<file path="src/rtl/pc_attack_sequencer.sv">
// PC turn sequencer for the battleship game: think delay, random/scan cell pick,
// read-check-write of the player board, and end-of-turn pulses for the game FSM.
module pc_attack_sequencer #(
    parameter int ROWS         = 5,
    parameter int COLS         = 5,
    parameter int THINK_CYCLES = 4,
    parameter int MAX_TRIES    = 16
) (
    input  logic       clk,
    input  logic       rst,
    input  logic       pc_turn,
    input  logic       load,
    input  logic [4:0] load_cells,
    output logic [4:0] mem_addr,
    output logic       mem_rd,
    input  logic [1:0] mem_rdata,
    output logic       mem_we,
    output logic [1:0] mem_wdata,
    output logic       pc_move,
    output logic       shot_hit,
    output logic       shot_miss,
    output logic [2:0] last_row,
    output logic [2:0] last_col,
    output logic [4:0] cells_left,
    output logic       busy
);

    localparam int NCELLS = ROWS * COLS;
    localparam int TRW    = $clog2(MAX_TRIES + 1);
    localparam int THW    = (THINK_CYCLES > 1) ? $clog2(THINK_CYCLES) : 1;

    typedef enum logic [2:0] {
        S_IDLE,
        S_THINK,
        S_PICK,
        S_READ,
        S_WAIT,
        S_CHECK,
        S_WRITE,
        S_DONE
    } state_t;

    state_t           state_q, state_d;
    logic [7:0]       lfsr_q, lfsr_d;
    logic             pc_turn_q;
    logic [THW-1:0]   think_q, think_d;
    logic [TRW-1:0]   tries_q, tries_d;
    logic             scan_mode_q, scan_mode_d;
    logic [4:0]       scan_q, scan_d;
    logic [4:0]       addr_q, addr_d;
    logic [1:0]       rdata_q, rdata_d;
    logic [5:0]       shots_q, shots_d;
    logic [4:0]       cells_q, cells_d;
    logic [2:0]       row_q, row_d;
    logic [2:0]       col_q, col_d;
    logic             wrote_q, wrote_d;
    logic             hit_q, hit_d;
    logic             pick_ok;
    logic             abort;

    // Fibonacci LFSR x^8+x^6+x^5+x^4+1, free-running in every state
    assign lfsr_d  = {lfsr_q[6:0], lfsr_q[7] ^ lfsr_q[5] ^ lfsr_q[4] ^ lfsr_q[3]};
    assign pick_ok = ({1'b0, lfsr_q[4:0]} < 6'(NCELLS));
    assign abort   = !pc_turn;

    always_ff @(posedge clk or negedge rst) begin
        if (!rst) begin
            state_q     <= S_IDLE;
            lfsr_q      <= 8'hA5;
            pc_turn_q   <= 1'b0;
            think_q     <= '0;
            tries_q     <= '0;
            scan_mode_q <= 1'b0;
            scan_q      <= '0;
            addr_q      <= '0;
            rdata_q     <= '0;
            shots_q     <= '0;
            cells_q     <= '0;
            row_q       <= '0;
            col_q       <= '0;
            wrote_q     <= 1'b0;
            hit_q       <= 1'b0;
        end else begin
            state_q     <= state_d;
            lfsr_q      <= lfsr_d;
            pc_turn_q   <= pc_turn;
            think_q     <= think_d;
            tries_q     <= tries_d;
            scan_mode_q <= scan_mode_d;
            scan_q      <= scan_d;
            addr_q      <= addr_d;
            rdata_q     <= rdata_d;
            shots_q     <= shots_d;
            cells_q     <= cells_d;
            row_q       <= row_d;
            col_q       <= col_d;
            wrote_q     <= wrote_d;
            hit_q       <= hit_d;
        end
    end

    always_comb begin
        state_d     = state_q;
        think_d     = think_q;
        tries_d     = tries_q;
        scan_mode_d = scan_mode_q;
        scan_d      = scan_q;
        addr_d      = addr_q;
        rdata_d     = rdata_q;
        shots_d     = shots_q;
        cells_d     = cells_q;
        row_d       = row_q;
        col_d       = col_q;
        wrote_d     = wrote_q;
        hit_d       = hit_q;

        case (state_q)
            S_IDLE: begin
                if (load) begin
                    cells_d = load_cells;
                    shots_d = '0;
                end
                if (pc_turn && !pc_turn_q) begin
                    state_d     = S_THINK;
                    think_d     = '0;
                    tries_d     = '0;
                    scan_d      = '0;
                    scan_mode_d = 1'b0;
                    wrote_d     = 1'b0;
                    hit_d       = 1'b0;
                end
            end
            S_THINK: begin
                if (abort) begin
                    state_d = S_IDLE;
                end else if (think_q == THW'(THINK_CYCLES - 1)) begin
                    state_d = S_PICK;
                end else begin
                    think_d = think_q + THW'(1);
                end
            end
            S_PICK: begin
                if (abort) begin
                    state_d = S_IDLE;
                end else if (shots_q == 6'(NCELLS)) begin
                    state_d = S_DONE;
                end else if (scan_mode_q) begin
                    addr_d  = scan_q;
                    state_d = S_READ;
                end else if (pick_ok) begin
                    addr_d  = lfsr_q[4:0];
                    state_d = S_READ;
                end
            end
            S_READ: state_d = abort ? S_IDLE : S_WAIT;
            S_WAIT: state_d = abort ? S_IDLE : S_CHECK;
            S_CHECK: begin
                if (abort) begin
                    state_d = S_IDLE;
                end else if (mem_rdata[1]) begin
                    state_d = S_PICK;
                    if (scan_mode_q) begin
                        // wrap so a stale board cannot walk the scan off the end
                        scan_d = (scan_q == 5'(NCELLS - 1)) ? 5'd0 : scan_q + 5'd1;
                    end else begin
                        tries_d = tries_q + TRW'(1);
                        if (tries_q == TRW'(MAX_TRIES - 1)) begin
                            scan_mode_d = 1'b1;
                        end
                    end
                end else begin
                    rdata_d = mem_rdata;
                    state_d = S_WRITE;
                end
            end
            S_WRITE: begin
                shots_d = shots_q + 6'd1;
                if (rdata_q[0] && (cells_q != 5'd0)) begin
                    cells_d = cells_q - 5'd1;
                end
                row_d   = 3'(addr_q / 5'(COLS));
                col_d   = 3'(addr_q % 5'(COLS));
                wrote_d = 1'b1;
                hit_d   = rdata_q[0];
                state_d = S_DONE;
            end
            S_DONE:  state_d = S_IDLE;
            default: state_d = S_IDLE;
        endcase
    end

    assign mem_addr   = addr_q;
    assign mem_rd     = (state_q == S_READ);
    assign mem_we     = (state_q == S_WRITE);
    assign mem_wdata  = (state_q == S_WRITE) ? {1'b1, rdata_q[0]} : 2'b00;
    assign pc_move    = (state_q == S_DONE);
    assign shot_hit   = (state_q == S_DONE) && wrote_q && hit_q;
    assign shot_miss  = (state_q == S_DONE) && wrote_q && !hit_q;
    assign last_row   = row_q;
    assign last_col   = col_q;
    assign cells_left = cells_q;
    assign busy       = (state_q != S_IDLE);

endmodule

</file>
<file path="config.mk">
export PLATFORM = sky130hd
export DESIGN_NAME = pc_attack_sequencer
export DESIGN_NICKNAME = d
export VERILOG_FILES = /design/src/rtl/pc_attack_sequencer.sv
export SDC_FILE = /design/constraint.sdc
export NUM_CORES = 1
export LEC_CHECK = 0
export BUFFER_PORTS_ARGS = -buffer_cell sky130_fd_sc_hd__buf_2
export CAP_MARGIN = 20
export CORE_ASPECT_RATIO = 0.5
export CORE_MARGIN = 1
export CORE_UTILIZATION = 40
export CTS_BUF_LIST = sky130_fd_sc_hd__clkbuf_16
export CTS_CLUSTER_SIZE = 10
export DETAILED_ROUTE_END_ITERATION = 6
export GPL_ROUTABILITY_DRIVEN = 0
export PLACE_DENSITY = 0.58
export SLEW_MARGIN = 30
export SYNTH_ARGS = -nofsm -noshare
export SYNTH_HDL_FRONTEND = slang
export SYNTH_SLANG_ARGS = --single-unit
</file>
<file path="constraint.sdc">
create_clock -name clk -period 5.7 [get_ports clk]
set_input_delay 1.14 -clock clk [delete_from_list [all_inputs] [get_ports clk]]
set_output_delay 1.14 -clock clk [all_outputs]
set_load 0.005 [all_outputs]
</file>
# After elaboration in Yosys (flattened, before gate mapping)
# Index checks and enable logic that the tools add are counted.
# Widths: inputs -> output; s select.
dict set report word_totals {
  regBits 50
  input_bits 11
  output_inout_bits 24
  elab_cells 116
}
dict set report classes {
  add_sub_neg 5
  div 2
  n_lt_le_gt_ge 1
  n_eq_ne 22
  muxes 42
  n_bitwise 5
  n_reduce_logical 24
}
# operator n
set ops {}
lappend ops {{$mux 5} 12}
lappend ops {{$mux 3} 11}
lappend ops {{$pmux 5 s2} 3}
lappend ops {{$pmux 3 s8} 1}
lappend ops {{$ne 2x2->1 const B} 8}
lappend ops {{$eq 3x3->1 const B} 4}
lappend ops {{$pmux 6 s2} 1}
lappend ops {{$reduce_and 4->1} 3}
lappend ops {{$add 5x1->5 const B} 2}
lappend ops {{$reduce_and 5->1} 2}
lappend ops {{$reduce_and 3->1} 3}
lappend ops {{$mux 2} 4}
lappend ops {{$reduce_bool 2->1} 4}
lappend ops {{$add 6x1->6 const B} 1}
lappend ops {{$eq 3x2->1 const B} 2}
lappend ops {{$eq 6x5->1 const B} 1}
lappend ops {{$mux 6} 1}
lappend ops {{$pmux 1 s2} 3}
lappend ops {{$div 5x3->5 const B} 1}
lappend ops {{$eq 5x4->1 const B} 1}
lappend ops {{$eq 5x5->1 const B} 1}
lappend ops {{$logic_and 1x1->1} 5}
lappend ops {{$lt 5x5->1 const B} 1}
lappend ops {{$mod 5x3->5 const B} 1}
lappend ops {{16 further kinds} 25}

# Depth between registers and ports, before layout
# Gate-level depths: netlist of run 1.
dict set report depth {
  word_depth 6
  ltp_mapped 9
  depth_no_buf 8
}

# Least setup slack after synthesis of run 1
# No wires, ideal clock.
dict set report synth_path {
  kind {reg2out}
  startpoint {reg state_q[0]}
  endpoint {out mem_wdata[1]}
  arrival_ps 1195
  required_time_ps 4560
  setup_slack_ps 3365
  stages_incl_launch_ff 6
  n_path_buf 3
  cell_sequence {dfrtp_1 > buf_2 > nand3b_1 > inv_1 > buf_2 > buf_4}
}
dict set report synth_between {
  elab_chain_len 2
}
# element line
set synth_rtl {}
lappend synth_rtl {{start: declaration} 43} ;# state_t state_q, state_d;
lappend synth_rtl {{start signal: assignment} 84} ;# state_q <= state_d;
lappend synth_rtl {{$eq 3x3->1} --}
lappend synth_rtl {{via mem_we} 17} ;# output logic mem_we,
lappend synth_rtl {{$mux 2} 195} ;# assign mem_wdata = (state_q == S_WRITE) ? {1'b1, rdata_q[0]} : 2'b00;
lappend synth_rtl {{end: declaration} 18} ;# output logic [1:0] mem_wdata,
# The timed path passes the listed nets, and every way through them passes these cells.

# Final worst setup path of run 1
dict set report layout_path {
  startpoint {reg state_q[2]}
  endpoint {out mem_wdata[0]}
}
dict set report layout_between {
  elab_chain_len 2
}
# element line
set layout_rtl {}
lappend layout_rtl {{$eq 3x3->1} 195}
lappend layout_rtl {{$mux 2} 195}
# Every way passes these cells.

==> flow_results.xml, run 1 <==
<?xml version="1.0" encoding="UTF-8"?>
<metrics>
  <group name="run_status">
    <metric name="outcome" unit="">finished, final reports clean</metric>
  </group>
  <group name="grt">
    <metric name="global_route_wire_length_before_repair" unit="µm">9597</metric>
    <metric name="first_global_vias" unit="">2085</metric>
    <metric name="grt_start_max_net_pins" unit="">51</metric>
    <metric name="grt_antenna_before_repair" unit="">0</metric>
    <metric name="grtUsageMet2" unit="%">29.22</metric>
    <metric name="grt.total_usage" unit="%">16.93</metric>
    <metric name="use_met3" unit="%">3.981</metric>
    <metric name="met1_track_usage_gr" unit="%">21.41</metric>
    <metric name="grt-busiest-layer" unit="">met2</metric>
    <metric name="grt-ovfl-total" unit="">0</metric>
  </group>
  <group name="floorplanning">
    <metric name="row_count" unit="">21</metric>
    <metric name="die_h" unit="µm">61.52</metric>
    <metric name="core-area" unit="µm²">6753</metric>
    <metric name="initial_core_util" unit="%">41.97</metric>
    <metric name="die_area" unit="µm²">7446</metric>
    <metric name="die-width" unit="µm">121.0</metric>
    <metric name="ios" unit="">35</metric>
  </group>
  <group name="finish">
    <metric name="antenna-diode-count" unit="">0</metric>
    <metric name="areaGrowthSynthToFinish" unit="%">13.11</metric>
    <metric name="number_of_fill_cells_in_the_layout" unit="">622</metric>
    <metric name="fin_util" unit="%">47.47</metric>
    <metric name="final_nets" unit="">338</metric>
    <metric name="instances_no_fill" unit="">409</metric>
    <metric name="drive_above_1_share" unit="%">21.45</metric>
    <metric name="postLayoutCellArea" unit="µm²">3206</metric>
  </group>
  <group name="clock_network">
    <metric name="cts_buffer_depth" unit="">2</metric>
    <metric name="cts_hold_repair.buffers" unit="">0</metric>
    <metric name="cts_root_buffer" unit="">sky130_fd_sc_hd__clkbuf_16</metric>
    <metric name="tritoncts.num_buffers" unit="">5</metric>
    <metric name="post_cts.repair.setup_buffers" unit="">0</metric>
    <metric name="cts.sinks" unit="">50</metric>
    <metric name="tritoncts" unit="">built</metric>
    <metric name="cts_resized" unit="">0</metric>
    <metric name="clk_transition_reported_paths" unit="ns">0.07</metric>
    <metric name="htree_num_levels" unit="">2</metric>
    <metric name="clock_network_latency_to_the_later_pin_of_the_worst_skew_pair" unit="ns">0.29</metric>
  </group>
  <group name="drt">
    <metric name="drc" unit="">0</metric>
    <metric name="viasPerCell" unit="">5.469</metric>
    <metric name="routed_wirelength" unit="µm">5947</metric>
    <metric name="antenna_left" unit="">0</metric>
    <metric name="post_drt_wl_per_cell" unit="µm">14.54</metric>
    <metric name="route.vias.total" unit="">2237</metric>
    <metric name="drt_first_pass_iters" unit="">4</metric>
    <metric name="drtIter0Drc" unit="">180</metric>
  </group>
  <group name="pwr">
    <metric name="power.share.clock" unit="%">37.3</metric>
    <metric name="p_total" unit="µW">886.9</metric>
    <metric name="power.density_cell_area" unit="nW/µm²">276.7</metric>
    <metric name="power_report.internal_total" unit="µW">645.3</metric>
    <metric name="swShare" unit="%">27.24</metric>
    <metric name="ir_drop" unit="mV">0.1111</metric>
    <metric name="leakagePower" unit="nW">1.498</metric>
    <metric name="power_frac_seq" unit="%">46.7</metric>
    <metric name="switching_power" unit="µW">241.6</metric>
    <metric name="power.share.combinational" unit="%">16.0</metric>
  </group>
  <group name="synth">
    <metric name="synth.yosys.seq_area_share" unit="%">44.33</metric>
    <metric name="synth_async_sr_flop_share" unit="%">100.0</metric>
    <metric name="synthSimpleGateAreaFrac" unit="%">21.24</metric>
    <metric name="yosys.area_share.xor_xnor" unit="%">1.236</metric>
    <metric name="number_of_flops_mapped_to_enable_cells_by_yosys" unit="">0</metric>
    <metric name="synth_fp_nets" unit="">313</metric>
    <metric name="syn_area" unit="µm²">2834</metric>
    <metric name="yosysUniqueCellTypes" unit="">55</metric>
    <metric name="ys_top_cells_by_area" unit="">sky130_fd_sc_hd__dfrtp_1 (41%), sky130_fd_sc_hd__ha_1 (4.9%), sky130_fd_sc_hd__mux2_2 (4.8%), sky130_fd_sc_hd__o21ai_0 (4.1%), sky130_fd_sc_hd__dfstp_2 (3.7%)</metric>
    <metric name="synth_mux_area_share" unit="%">6.711</metric>
    <metric name="synthTopCellsByCount" unit="">sky130_fd_sc_hd__dfrtp_1 (46), sky130_fd_sc_hd__o21ai_0 (23), sky130_fd_sc_hd__nand2_1 (21), sky130_fd_sc_hd__nor2_1 (19), sky130_fd_sc_hd__a21oi_1 (16)</metric>
    <metric name="number_of_warnings_printed_during_yosys_synthesis" unit="">0</metric>
    <metric name="postSynthAreaPerCell" unit="µm²">9.739</metric>
    <metric name="synth_top_family_by_area" unit="">simple AND/OR/NAND/NOR gates</metric>
    <metric name="synthDominantAreaCellType" unit="">sky130_fd_sc_hd__dfrtp_1</metric>
    <metric name="syn-instance-count" unit="">291</metric>
    <metric name="synth_top_flop_cell" unit="">sky130_fd_sc_hd__dfrtp_1</metric>
    <metric name="dominant_cell_by_count_in_the_synthesized_netlist" unit="">sky130_fd_sc_hd__dfrtp_1</metric>
    <metric name="synthAdderAreaFrac" unit="%">4.857</metric>
    <metric name="synth-compound-area-share" unit="%">16.69</metric>
    <metric name="yosysTopAreaCellShare" unit="%">40.62</metric>
    <metric name="total_of_flip_flops_plus_latches_after_synthesis" unit="">50</metric>
  </group>
  <group name="timing">
    <metric name="timing.fmax" unit="MHz">309.3</metric>
    <metric name="rsz0062_at_grt" unit="">no</metric>
    <metric name="fin_crit_sh" unit="%">56.72</metric>
    <metric name="final.min_clock_period" unit="ns">3.233</metric>
    <metric name="max_slew.worst_pin.slew" unit="ns">0.6171</metric>
    <metric name="worst_slew_margin_rel" unit="%">58.86</metric>
    <metric name="worst_hold_slack" unit="ns">0.3574</metric>
    <metric name="finalWorstSetupSlack" unit="ns">2.467</metric>
    <metric name="finalSetupTns" unit="ns">0</metric>
    <metric name="finalHoldViolations" unit="">0</metric>
    <metric name="clock-skew-final" unit="ns">0.005844</metric>
    <metric name="setup_viol" unit="">0</metric>
    <metric name="drv_slew" unit="">0</metric>
  </group>
  <group name="worst_setup_path">
    <metric name="crit_fanout" unit="">22</metric>
    <metric name="critical_path_class" unit="">flop to output pin</metric>
    <metric name="cp_data_arrival_time" unit="ns">2.09</metric>
    <metric name="worstSetupEndpointType" unit="">output pin</metric>
    <metric name="critical_path.reg2reg.endpoint" unit="">last_row[0]</metric>
    <metric name="worst-r2r-setup-slack" unit="ns">3.38</metric>
    <metric name="timing.critical_path.from_type" unit="">flop</metric>
    <metric name="timing.rr.start" unit="">mem_addr[3]</metric>
    <metric name="ff2ff_path_depth" unit="">8</metric>
    <metric name="worst_ep_required_time" unit="ns">4.56</metric>
  </group>
  <group name="min_path">
    <metric name="min_delay_worst_endpoint" unit="">lfsr_q[7]</metric>
    <metric name="hold_path_class" unit="">flop to flop</metric>
    <metric name="min_delay_path_depth" unit="">0</metric>
    <metric name="hp-start" unit="">lfsr_q[6]</metric>
  </group>
  <group name="run">
    <metric name="drv.max_cap_violation_count" unit="">0</metric>
  </group>
  <group name="placement">
    <metric name="detailed_place.area" unit="µm²">3043</metric>
    <metric name="io_buffers" unit="">34</metric>
    <metric name="dp.final_hpwl" unit="µm">4247</metric>
    <metric name="placed_cells" unit="">401</metric>
    <metric name="place_ws" unit="ns">2.787</metric>
  </group>
</metrics>
[cell type report]
cell class	instances	area [µm²]	area share (%)
well taps	92	115.1	3.591
flip-flops and latches	50	1256	39.19
inverters	13	48.80	1.522
clock inverters	3	37.54	1.171
multi-input cells	210	1438	44.85
clock buffers	5	125.1	3.903
repair buffers	36	185.2	5.777
[power groups by stage]
stage / sequential (mW) / combinational (mW) / clock (mW)
after floorplan: 0.408 / 0.100 / 0
after global placement: 0.419 / 0.138 / 0
after detailed placement: 0.420 / 0.142 / 0
after CTS: 0.414 / 0.143 / 0.339
after global routing: 0.419 / 0.161 / 0.352
final: 0.414 / 0.142 / 0.331
[kinds of logic (layout without fill, tap and decap cells)]
group / after synthesis / in the layout
AOI/OAI and AO/OA: 71 / 71
and+or+nand+nor: 107 / 107
adders and majority gates: 11 / 11
DFF: 50 / 50
buffers and inverters: 31 / 57
xor gates and xnor gates: 4 / 4
muxes: 17 / 17
[worst max-delay path: stages, from the launching register on]
cell	delay, ns
sky130_fd_sc_hd__dfrtp_1	0.71
sky130_fd_sc_hd__nand3b_1	0.14
sky130_fd_sc_hd__buf_4	0.23
sky130_fd_sc_hd__inv_1	0.38
sky130_fd_sc_hd__and2_1	0.22
sky130_fd_sc_hd__buf_2	0.12
[registers in the layout, summed over array words and instances (netlist names), 5 cells and up]
name	flops
lfsr_q	8
shots_q	6
cells_left	5
mem_addr	5
scan_q	5
tries_q	5
[layout by cell type (no fill, tap or decap), types with 2 or more instances in the layout]
cell type / instances
sky130_fd_sc_hd__nand2b_1: 8
sky130_fd_sc_hd__a32oi_1: 3
sky130_fd_sc_hd__mux2i_1: 4
sky130_fd_sc_hd__nand4_1: 5
sky130_fd_sc_hd__mux2_2: 12
sky130_fd_sc_hd__xnor2_1: 2
sky130_fd_sc_hd__clkbuf_16: 5
sky130_fd_sc_hd__nor2_1: 19
sky130_fd_sc_hd__buf_4: 2
sky130_fd_sc_hd__nand2_1: 21
sky130_fd_sc_hd__ha_1: 11
sky130_fd_sc_hd__dfstp_2: 4
sky130_fd_sc_hd__nor4_1: 3
sky130_fd_sc_hd__dfrtp_1: 46
sky130_fd_sc_hd__buf_2: 34
sky130_fd_sc_hd__nor3b_1: 2
sky130_fd_sc_hd__o31ai_1: 6
sky130_fd_sc_hd__o211ai_1: 3
sky130_fd_sc_hd__and3_1: 5
sky130_fd_sc_hd__nand3_1: 8
sky130_fd_sc_hd__and3b_1: 3
sky130_fd_sc_hd__nand3b_1: 3
sky130_fd_sc_hd__nor3_1: 6
sky130_fd_sc_hd__nor2b_1: 6
sky130_fd_sc_hd__a211oi_1: 3
sky130_fd_sc_hd__o21a_1: 2
sky130_fd_sc_hd__a311oi_1: 2
sky130_fd_sc_hd__and4b_1: 3
sky130_fd_sc_hd__a21oi_1: 16
sky130_fd_sc_hd__o22ai_1: 2
sky130_fd_sc_hd__and2_1: 5
sky130_fd_sc_hd__inv_1: 15
sky130_fd_sc_hd__xor2_1: 2
sky130_fd_sc_hd__or3b_2: 2
sky130_fd_sc_hd__or4_1: 3
sky130_fd_sc_hd__o21ai_0: 23
[worst max path at each step]
stage	slack (ns)	cells past startpoint	end	startpoint
after floorplan	3.37	5	mem_wdata[1]	state_q[0]
after global placement	2.85	5	mem_wdata[0]	state_q[0]
after detailed placement	2.79	5	mem_wdata[0]	state_q[2]
after CTS	2.46	5	mem_wdata[0]	state_q[2]
after global routing	2.31	5	mem_wdata[0]	state_q[0]
final	2.47	5	mem_wdata[0]	state_q[2]
[metal layers]
layer,vias to the layer above,wire length (µm)
met5,-,0
met4,0,84
met3,8,238
met2,38,2721
met1,1084,2903
li1,1107,-
(Power assumes the default switching activity.)
==> inputs of run 2 (changes only) <==
==> constraint.sdc (replaced) <==
create_clock -name clk -period 3.2 [get_ports clk]
set_input_delay 0.64 -clock clk [delete_from_list [all_inputs] [get_ports clk]]
set_output_delay 0.64 -clock clk [all_outputs]
set_load 0.005 [all_outputs]
==> run 2 against run 1 <==
  * Register-to-register slack worse by 2.5 ns
  * Largest cell class unchanged
  * Critical path depth unchanged
  * Core utilization up 0.26 points
  * Critical path type unchanged
  * Non-clock buffer count up 2
  * Power rose by 80%
  * Global-route usage grew 0.78 points
  * Sequential power up 75%
  * Clock power increased by 82%
  * Routed wire length grew 4.5%
  * Sequential cell count did not move
==> flow_results.xml, run 2 (synthesized netlist as in run 1, its figures left out) <==
<?xml version="1.0" encoding="UTF-8"?>
<metrics>
  <group name="drt">
    <metric name="routed_wirelength" unit="µm">6212</metric>
    <metric name="met2_wirelength" unit="µm">2987</metric>
    <metric name="wl_met3" unit="µm">219</metric>
    <metric name="drt_first_pass_iters" unit="">4</metric>
    <metric name="route.vias.total" unit="">2282</metric>
    <metric name="drtIter0Drc" unit="">214</metric>
    <metric name="top_signal_layer_used" unit="">met4</metric>
    <metric name="wirelength_met1" unit="µm">2913</metric>
    <metric name="post_drt_wl_per_cell" unit="µm">15.11</metric>
    <metric name="antenna_left" unit="">0</metric>
    <metric name="drc" unit="">0</metric>
    <metric name="viasPerCell" unit="">5.552</metric>
  </group>
  <group name="clock_network">
    <metric name="post_cts.repair.setup_buffers" unit="">0</metric>
    <metric name="cts_resized" unit="">0</metric>
    <metric name="cts.sinks" unit="">50</metric>
    <metric name="cts_hold_repair.buffers" unit="">0</metric>
    <metric name="tritoncts.num_buffers" unit="">5</metric>
    <metric name="clk_transition_reported_paths" unit="ns">0.06</metric>
    <metric name="htree_num_levels" unit="">2</metric>
    <metric name="cts_buffer_depth" unit="">2</metric>
    <metric name="clock_network_latency_to_the_later_pin_of_the_worst_skew_pair" unit="ns">0.30</metric>
    <metric name="tritoncts" unit="">built</metric>
    <metric name="cts_root_buffer" unit="">sky130_fd_sc_hd__clkbuf_16</metric>
  </group>
  <group name="placement">
    <metric name="io_buffers" unit="">34</metric>
    <metric name="place_ws" unit="ns">0.9040</metric>
    <metric name="detailed_place.area" unit="µm²">3058</metric>
    <metric name="dp.final_hpwl" unit="µm">4385</metric>
  </group>
  <group name="floorplanning">
    <metric name="die-width" unit="µm">121.0</metric>
    <metric name="row_count" unit="">21</metric>
    <metric name="die_area" unit="µm²">7446</metric>
    <metric name="initial_core_util" unit="%">41.97</metric>
    <metric name="ios" unit="">35</metric>
    <metric name="die_h" unit="µm">61.52</metric>
    <metric name="core-area" unit="µm²">6753</metric>
  </group>
  <group name="timing">
    <metric name="clock-skew-final" unit="ns">0.006816</metric>
    <metric name="max_slew.worst_pin.slew" unit="ns">0.6066</metric>
    <metric name="finalHoldViolations" unit="">0</metric>
    <metric name="timing.fmax" unit="MHz">389.4</metric>
    <metric name="final.min_clock_period" unit="ns">2.568</metric>
    <metric name="drv_slew" unit="">0</metric>
    <metric name="fin_crit_sh" unit="%">80.25</metric>
    <metric name="finalSetupTns" unit="ns">0</metric>
    <metric name="worst_slew_margin_rel" unit="%">59.56</metric>
    <metric name="finalWorstSetupSlack" unit="ns">0.6322</metric>
    <metric name="setup_viol" unit="">0</metric>
    <metric name="rsz0062_at_grt" unit="">no</metric>
    <metric name="worst_hold_slack" unit="ns">0.3112</metric>
  </group>
  <group name="grt">
    <metric name="grt_start_max_net_pins" unit="">31</metric>
    <metric name="global_route_wire_length_before_repair" unit="µm">9936</metric>
    <metric name="grt-ovfl-total" unit="">0</metric>
    <metric name="grt.total_usage" unit="%">17.71</metric>
    <metric name="grt_antenna_before_repair" unit="">0</metric>
    <metric name="first_global_vias" unit="">2074</metric>
  </group>
  <group name="finish">
    <metric name="top_register" unit="">lfsr_q</metric>
    <metric name="layout_top_registers" unit="">lfsr_q: 8 flops, shots_q: 6 flops</metric>
    <metric name="largest_register_ff_count" unit="">8</metric>
    <metric name="multiInputGateArea" unit="µm²">1438</metric>
    <metric name="fin_util" unit="%">47.73</metric>
    <metric name="drive_above_1_share" unit="%">22.57</metric>
    <metric name="most-common-layout-cells" unit="">sky130_fd_sc_hd__dfrtp_1 (46), sky130_fd_sc_hd__buf_2 (34), sky130_fd_sc_hd__o21ai_0 (23), sky130_fd_sc_hd__nand2_1 (21), sky130_fd_sc_hd__nor2_1 (19)</metric>
    <metric name="number_of_fill_cells_in_the_layout" unit="">619</metric>
    <metric name="final_nets" unit="">340</metric>
    <metric name="final_common_cell" unit="">sky130_fd_sc_hd__dfrtp_1</metric>
    <metric name="postLayoutCellArea" unit="µm²">3223</metric>
    <metric name="antenna-diode-count" unit="">0</metric>
    <metric name="final-seq-area" unit="µm²">1256</metric>
    <metric name="areaGrowthSynthToFinish" unit="%">13.73</metric>
  </group>
  <group name="worst_setup_path">
    <metric name="critical_path.reg2reg.endpoint" unit="">last_row[0]</metric>
    <metric name="worst-r2r-setup-slack" unit="ns">0.86</metric>
    <metric name="cp_data_arrival_time" unit="ns">1.93</metric>
    <metric name="worst_ep_required_time" unit="ns">2.56</metric>
    <metric name="timing.rr.start" unit="">mem_addr[3]</metric>
    <metric name="timing.critical_path.from_type" unit="">flop</metric>
    <metric name="crit_fanout" unit="">22</metric>
    <metric name="worstSetupEndpointType" unit="">output pin</metric>
    <metric name="ff2ff_path_depth" unit="">8</metric>
    <metric name="critical_path_class" unit="">flop to output pin</metric>
  </group>
  <group name="run">
    <metric name="drv.max_cap_violation_count" unit="">0</metric>
  </group>
  <group name="run_status">
    <metric name="outcome" unit="">finished, final reports clean</metric>
  </group>
  <group name="pwr">
    <metric name="ir_drop" unit="mV">0.2266</metric>
    <metric name="leakagePower" unit="nW">1.506</metric>
    <metric name="power.density_cell_area" unit="nW/µm²">496.3</metric>
  </group>
  <group name="min_path">
    <metric name="hold_path_class" unit="">primary input to asynchronous set/reset pin</metric>
  </group>
</metrics>
-- run 2: changes by cell type in the layout (fill, tap and decap cells not counted), sizes merged --
cell    previous run  this run
buf               36        38
clkinv             0         2
inv               15        13
-- run 2: report_power, final --
| group | leakage, nW | switching (mW) | internal (mW) |
|---|---|---|---|
| Combinational | 0.756 | 0.157 | 0.115 |
| Sequential | 0.666 | 0.0507 | 0.676 |
| Clock | 0.0836 | 0.235 | 0.366 |
| Total | 1.51 | 0.443 | 1.16 |
-- run 2: routing by layer --
layer	vias up	track usage, %
met2	42	29.47
met4	0	7.584
met5	-	0
li1	1115	-
met3	8	4.167
met1	1117	22.78
-- run 2: per-stage QoR --
step	total power, mW	instances
2_1_floorplan	0.9045	291
3_3_place_gp	0.9958	403
3_5_place_dp	1.009	403
4_1_cts	1.618	411
5_1_grt	1.688	411
6_report	1.600	411
-- run 2: layout make-up --
class | instances | share of cell area (%)
inverters | 13 | 1.514
repair buffers | 38 | 6.211
clock buffers | 5 | 3.882
clock inverters | 3 | 1.242
flip-flops and latches | 50 | 38.98
well taps | 92 | 3.571
multi-input cells | 210 | 44.60
-- run 2: worst max-delay path by stage --
stage | from | endpoint | slack (ns) | cells past startpoint
floorplan | mem_addr[3] | last_row[0] | 1.08 | 9
global placement | state_q[2] | mem_wdata[1] | 1.00 | 5
detailed placement | mem_addr[3] | last_row[0] | 0.90 | 8
CTS | state_q[2] | mem_wdata[1] | 0.64 | 5
global route | state_q[2] | mem_wdata[1] | 0.45 | 5
finish | state_q[2] | mem_wdata[1] | 0.63 | 5
-- run 2: worst max-delay path, cell delays in order, from the launching register on --
cell and delay, ns:
sky130_fd_sc_hd__dfrtp_1 0.73, sky130_fd_sc_hd__nand3b_1 0.13, sky130_fd_sc_hd__buf_4 0.22, sky130_fd_sc_hd__inv_1 0.21
sky130_fd_sc_hd__buf_4 0.21, sky130_fd_sc_hd__buf_2 0.13
==> inputs of run 3 (changes only) <==
==> constraint.sdc (replaced) <==
create_clock -name clk -period 2.55 [get_ports clk]
set_input_delay 0.51 -clock clk [delete_from_list [all_inputs] [get_ports clk]]
set_output_delay 0.51 -clock clk [all_outputs]
set_load 0.005 [all_outputs]
==> run 3 against run 2 <==
  * Critical endpoint is now last_row[0]
  * Power is 20% higher
  * Global-route usage is 0.43 points lower
  * Critical path type is now flop to flop
  * Highest routed layer unchanged
  * Clock skew is 0.0035 ns lower
  * Worst hold slack lost 0.055 ns
==> flow_results.xml, run 3 (synthesized netlist as in run 1, its figures left out) <==
<?xml version="1.0" encoding="UTF-8"?>
<metrics>
  <group name="floorplanning">
    <metric name="core-area" unit="µm²">6753</metric>
    <metric name="die-width" unit="µm">121.0</metric>
    <metric name="row_count" unit="">21</metric>
    <metric name="die_h" unit="µm">61.52</metric>
    <metric name="ios" unit="">35</metric>
    <metric name="die_area" unit="µm²">7446</metric>
    <metric name="initial_core_util" unit="%">41.97</metric>
  </group>
  <group name="run_status">
    <metric name="outcome" unit="">finished, final reports clean</metric>
  </group>
  <group name="clock_network">
    <metric name="cts_root_buffer" unit="">sky130_fd_sc_hd__clkbuf_16</metric>
    <metric name="htree_num_levels" unit="">2</metric>
    <metric name="cts_hold_repair.buffers" unit="">0</metric>
    <metric name="cts_buffer_depth" unit="">2</metric>
    <metric name="tritoncts" unit="">built</metric>
    <metric name="cts_resized" unit="">0</metric>
    <metric name="cts.sinks" unit="">50</metric>
    <metric name="clock_network_latency_to_the_later_pin_of_the_worst_skew_pair" unit="ns">0.29</metric>
    <metric name="post_cts.repair.setup_buffers" unit="">0</metric>
    <metric name="clk_transition_reported_paths" unit="ns">0.07</metric>
    <metric name="tritoncts.num_buffers" unit="">5</metric>
  </group>
  <group name="drt">
    <metric name="drt_first_pass_iters" unit="">4</metric>
    <metric name="viasPerCell" unit="">5.486</metric>
    <metric name="route.vias.total" unit="">2282</metric>
    <metric name="antenna_left" unit="">0</metric>
    <metric name="drtIter0Drc" unit="">113</metric>
    <metric name="drc" unit="">0</metric>
    <metric name="routed_wirelength" unit="µm">6066</metric>
    <metric name="post_drt_wl_per_cell" unit="µm">14.58</metric>
  </group>
  <group name="grt">
    <metric name="grt-ovfl-total" unit="">0</metric>
    <metric name="first_global_vias" unit="">2024</metric>
    <metric name="global_route_wire_length_before_repair" unit="µm">9798</metric>
    <metric name="grt_start_max_net_pins" unit="">31</metric>
    <metric name="grt.total_usage" unit="%">17.28</metric>
    <metric name="grt_antenna_before_repair" unit="">0</metric>
  </group>
  <group name="finish">
    <metric name="number_of_fill_cells_in_the_layout" unit="">630</metric>
    <metric name="final-seq-area" unit="µm²">1256</metric>
    <metric name="antenna-diode-count" unit="">0</metric>
    <metric name="areaGrowthSynthToFinish" unit="%">14.35</metric>
    <metric name="layout_top_registers" unit="">lfsr_q: 8 flops, shots_q: 6 flops</metric>
    <metric name="final_common_cell" unit="">sky130_fd_sc_hd__dfrtp_1</metric>
    <metric name="final_nets" unit="">345</metric>
    <metric name="top_register" unit="">lfsr_q</metric>
    <metric name="drive_above_1_share" unit="%">23.46</metric>
    <metric name="multiInputGateArea" unit="µm²">1438</metric>
    <metric name="fin_util" unit="%">47.99</metric>
    <metric name="most-common-layout-cells" unit="">sky130_fd_sc_hd__dfrtp_1 (46), sky130_fd_sc_hd__buf_2 (34), sky130_fd_sc_hd__o21ai_0 (23), sky130_fd_sc_hd__nand2_1 (21), sky130_fd_sc_hd__nor2_1 (19)</metric>
    <metric name="largest_register_ff_count" unit="">8</metric>
  </group>
  <group name="worst_setup_path">
    <metric name="worstSetupEndpointType" unit="">flop</metric>
    <metric name="ff2ff_path_depth" unit="">8</metric>
    <metric name="timing.critical_path.from_type" unit="">flop</metric>
    <metric name="crit_path_max_incr_delay" unit="ns">0.57</metric>
    <metric name="critical_path.cell_chain" unit="">nand3b_1 -&gt; a21oi_1 -&gt; nor2_1 -&gt; ha_1 -&gt; nor3_1 -&gt; a32oi_1 -&gt; and2_1 -&gt; mux2_2</metric>
    <metric name="crit_fanout" unit="">15</metric>
    <metric name="timing.critical_path.slowest_stage_cell" unit="">sky130_fd_sc_hd__dfrtp_1</metric>
    <metric name="cp_data_arrival_time" unit="ns">2.39</metric>
    <metric name="worst_ep_required_time" unit="ns">2.73</metric>
    <metric name="critical_path_class" unit="">flop to flop</metric>
  </group>
  <group name="timing">
    <metric name="finalSetupTns" unit="ns">0</metric>
    <metric name="max_slew.worst_pin.slew" unit="ns">0.6904</metric>
    <metric name="final.min_clock_period" unit="ns">2.209</metric>
    <metric name="finalHoldViolations" unit="">0</metric>
    <metric name="fin_crit_sh" unit="%">86.63</metric>
    <metric name="rsz0062_at_grt" unit="">no</metric>
    <metric name="worst_slew_margin_rel" unit="%">53.98</metric>
    <metric name="timing.fmax" unit="MHz">452.7</metric>
    <metric name="finalWorstSetupSlack" unit="ns">0.3411</metric>
    <metric name="drv_slew" unit="">0</metric>
    <metric name="clock-skew-final" unit="ns">0.003333</metric>
    <metric name="setup_viol" unit="">0</metric>
  </group>
  <group name="min_path">
    <metric name="hold_path_class" unit="">primary input to asynchronous set/reset pin</metric>
  </group>
  <group name="pwr">
    <metric name="ir_drop" unit="mV">0.2589</metric>
    <metric name="power.density_cell_area" unit="nW/µm²">590.9</metric>
    <metric name="leakagePower" unit="nW">1.514</metric>
  </group>
  <group name="placement">
    <metric name="dp.final_hpwl" unit="µm">4391</metric>
    <metric name="io_buffers" unit="">34</metric>
    <metric name="place_ws" unit="ns">0.3565</metric>
  </group>
  <group name="run">
    <metric name="drv.max_cap_violation_count" unit="">0</metric>
  </group>
</metrics>
run 3: cell count changes in the layout (fill, tap and decap cells not counted):
cell                         previous run  this run
sky130_fd_sc_hd__bufinv_16              1         0
sky130_fd_sc_hd__inv_6                  0         1
sky130_fd_sc_hd__clkinv_2               2         0
sky130_fd_sc_hd__clkinv_1               0         1
sky130_fd_sc_hd__buf_4                  4         9
sky130_fd_sc_hd__clkinvlp_4             0         1
run 3: power breakdown:
group | switching, mW | total (mW) | internal [mW]
logic | 0.177 | 0.324 | 0.147
registers | 0.0791 | 0.926 | 0.847
clock network | 0.300 | 0.664 | 0.364
total | 0.557 | 1.91 | 1.36
run 3: path summary, 6_finish.rpt:
check	from	slack (ns)	to
min in group clk	lfsr_q[6]	0.35	lfsr_q[7]
max in group asynchronous	rst	1.59	lfsr_q[5]
setup reg to reg	mem_addr[3]	0.34	last_row[0]
hold / removal	rst	0.26	last_col[2]
setup / recovery	mem_addr[3]	0.34	last_row[0]
hold reg to reg	lfsr_q[6]	0.35	lfsr_q[7]
run 3: critical path, delay by kind of cell (launching register included):
kind            cells  cell delay (ns)
simple gates        4             0.74
flops               1             0.57
compound gates      2             0.30
mux                 1             0.26
fa+ha+maj           1             0.21
run 3: cell type report:
cell class,instances,share of cell area (%)
Timing Repair Buffer,43,7.336
Multi-Input combinational cell,210,44.36
Clock inverter,3,0.6178
Inverter,13,1.506
Clock buffer,5,3.861
Tap cell,92,3.552
Sequential cell,50,38.76
run 3: stage by stage:
| step | cells | total power [mW] | hold slack (ns) | instance area (µm²) |
|---|---|---|---|---|
| 2_1_floorplan | 291 | 1.135 | 0.2144 | 2834 |
| 3_3_place_gp | 408 | 1.253 | 0.3406 | 3095 |
| 3_5_place_dp | 408 | 1.266 | 0.3367 | 3095 |
| 4_1_cts | 416 | 1.932 | 0.2931 | 3241 |
| 5_1_grt | 416 | 2.019 | 0.3162 | 3241 |
| 6_report | 416 | 1.915 | 0.2566 | 3241 |
run 3: routing by layer:
| metal | wire length (µm) | global-route usage (%) | part of all wire, % |
|---|---|---|---|
| met2 | 2739 | 28.41 | 45 |
| met4 | 59 | 5.644 | 0.97 |
| met1 | 3076 | 23.53 | 51 |
| met5 | 0 | 0 | 0 |
| met3 | 191 | 3.333 | 3.1 |
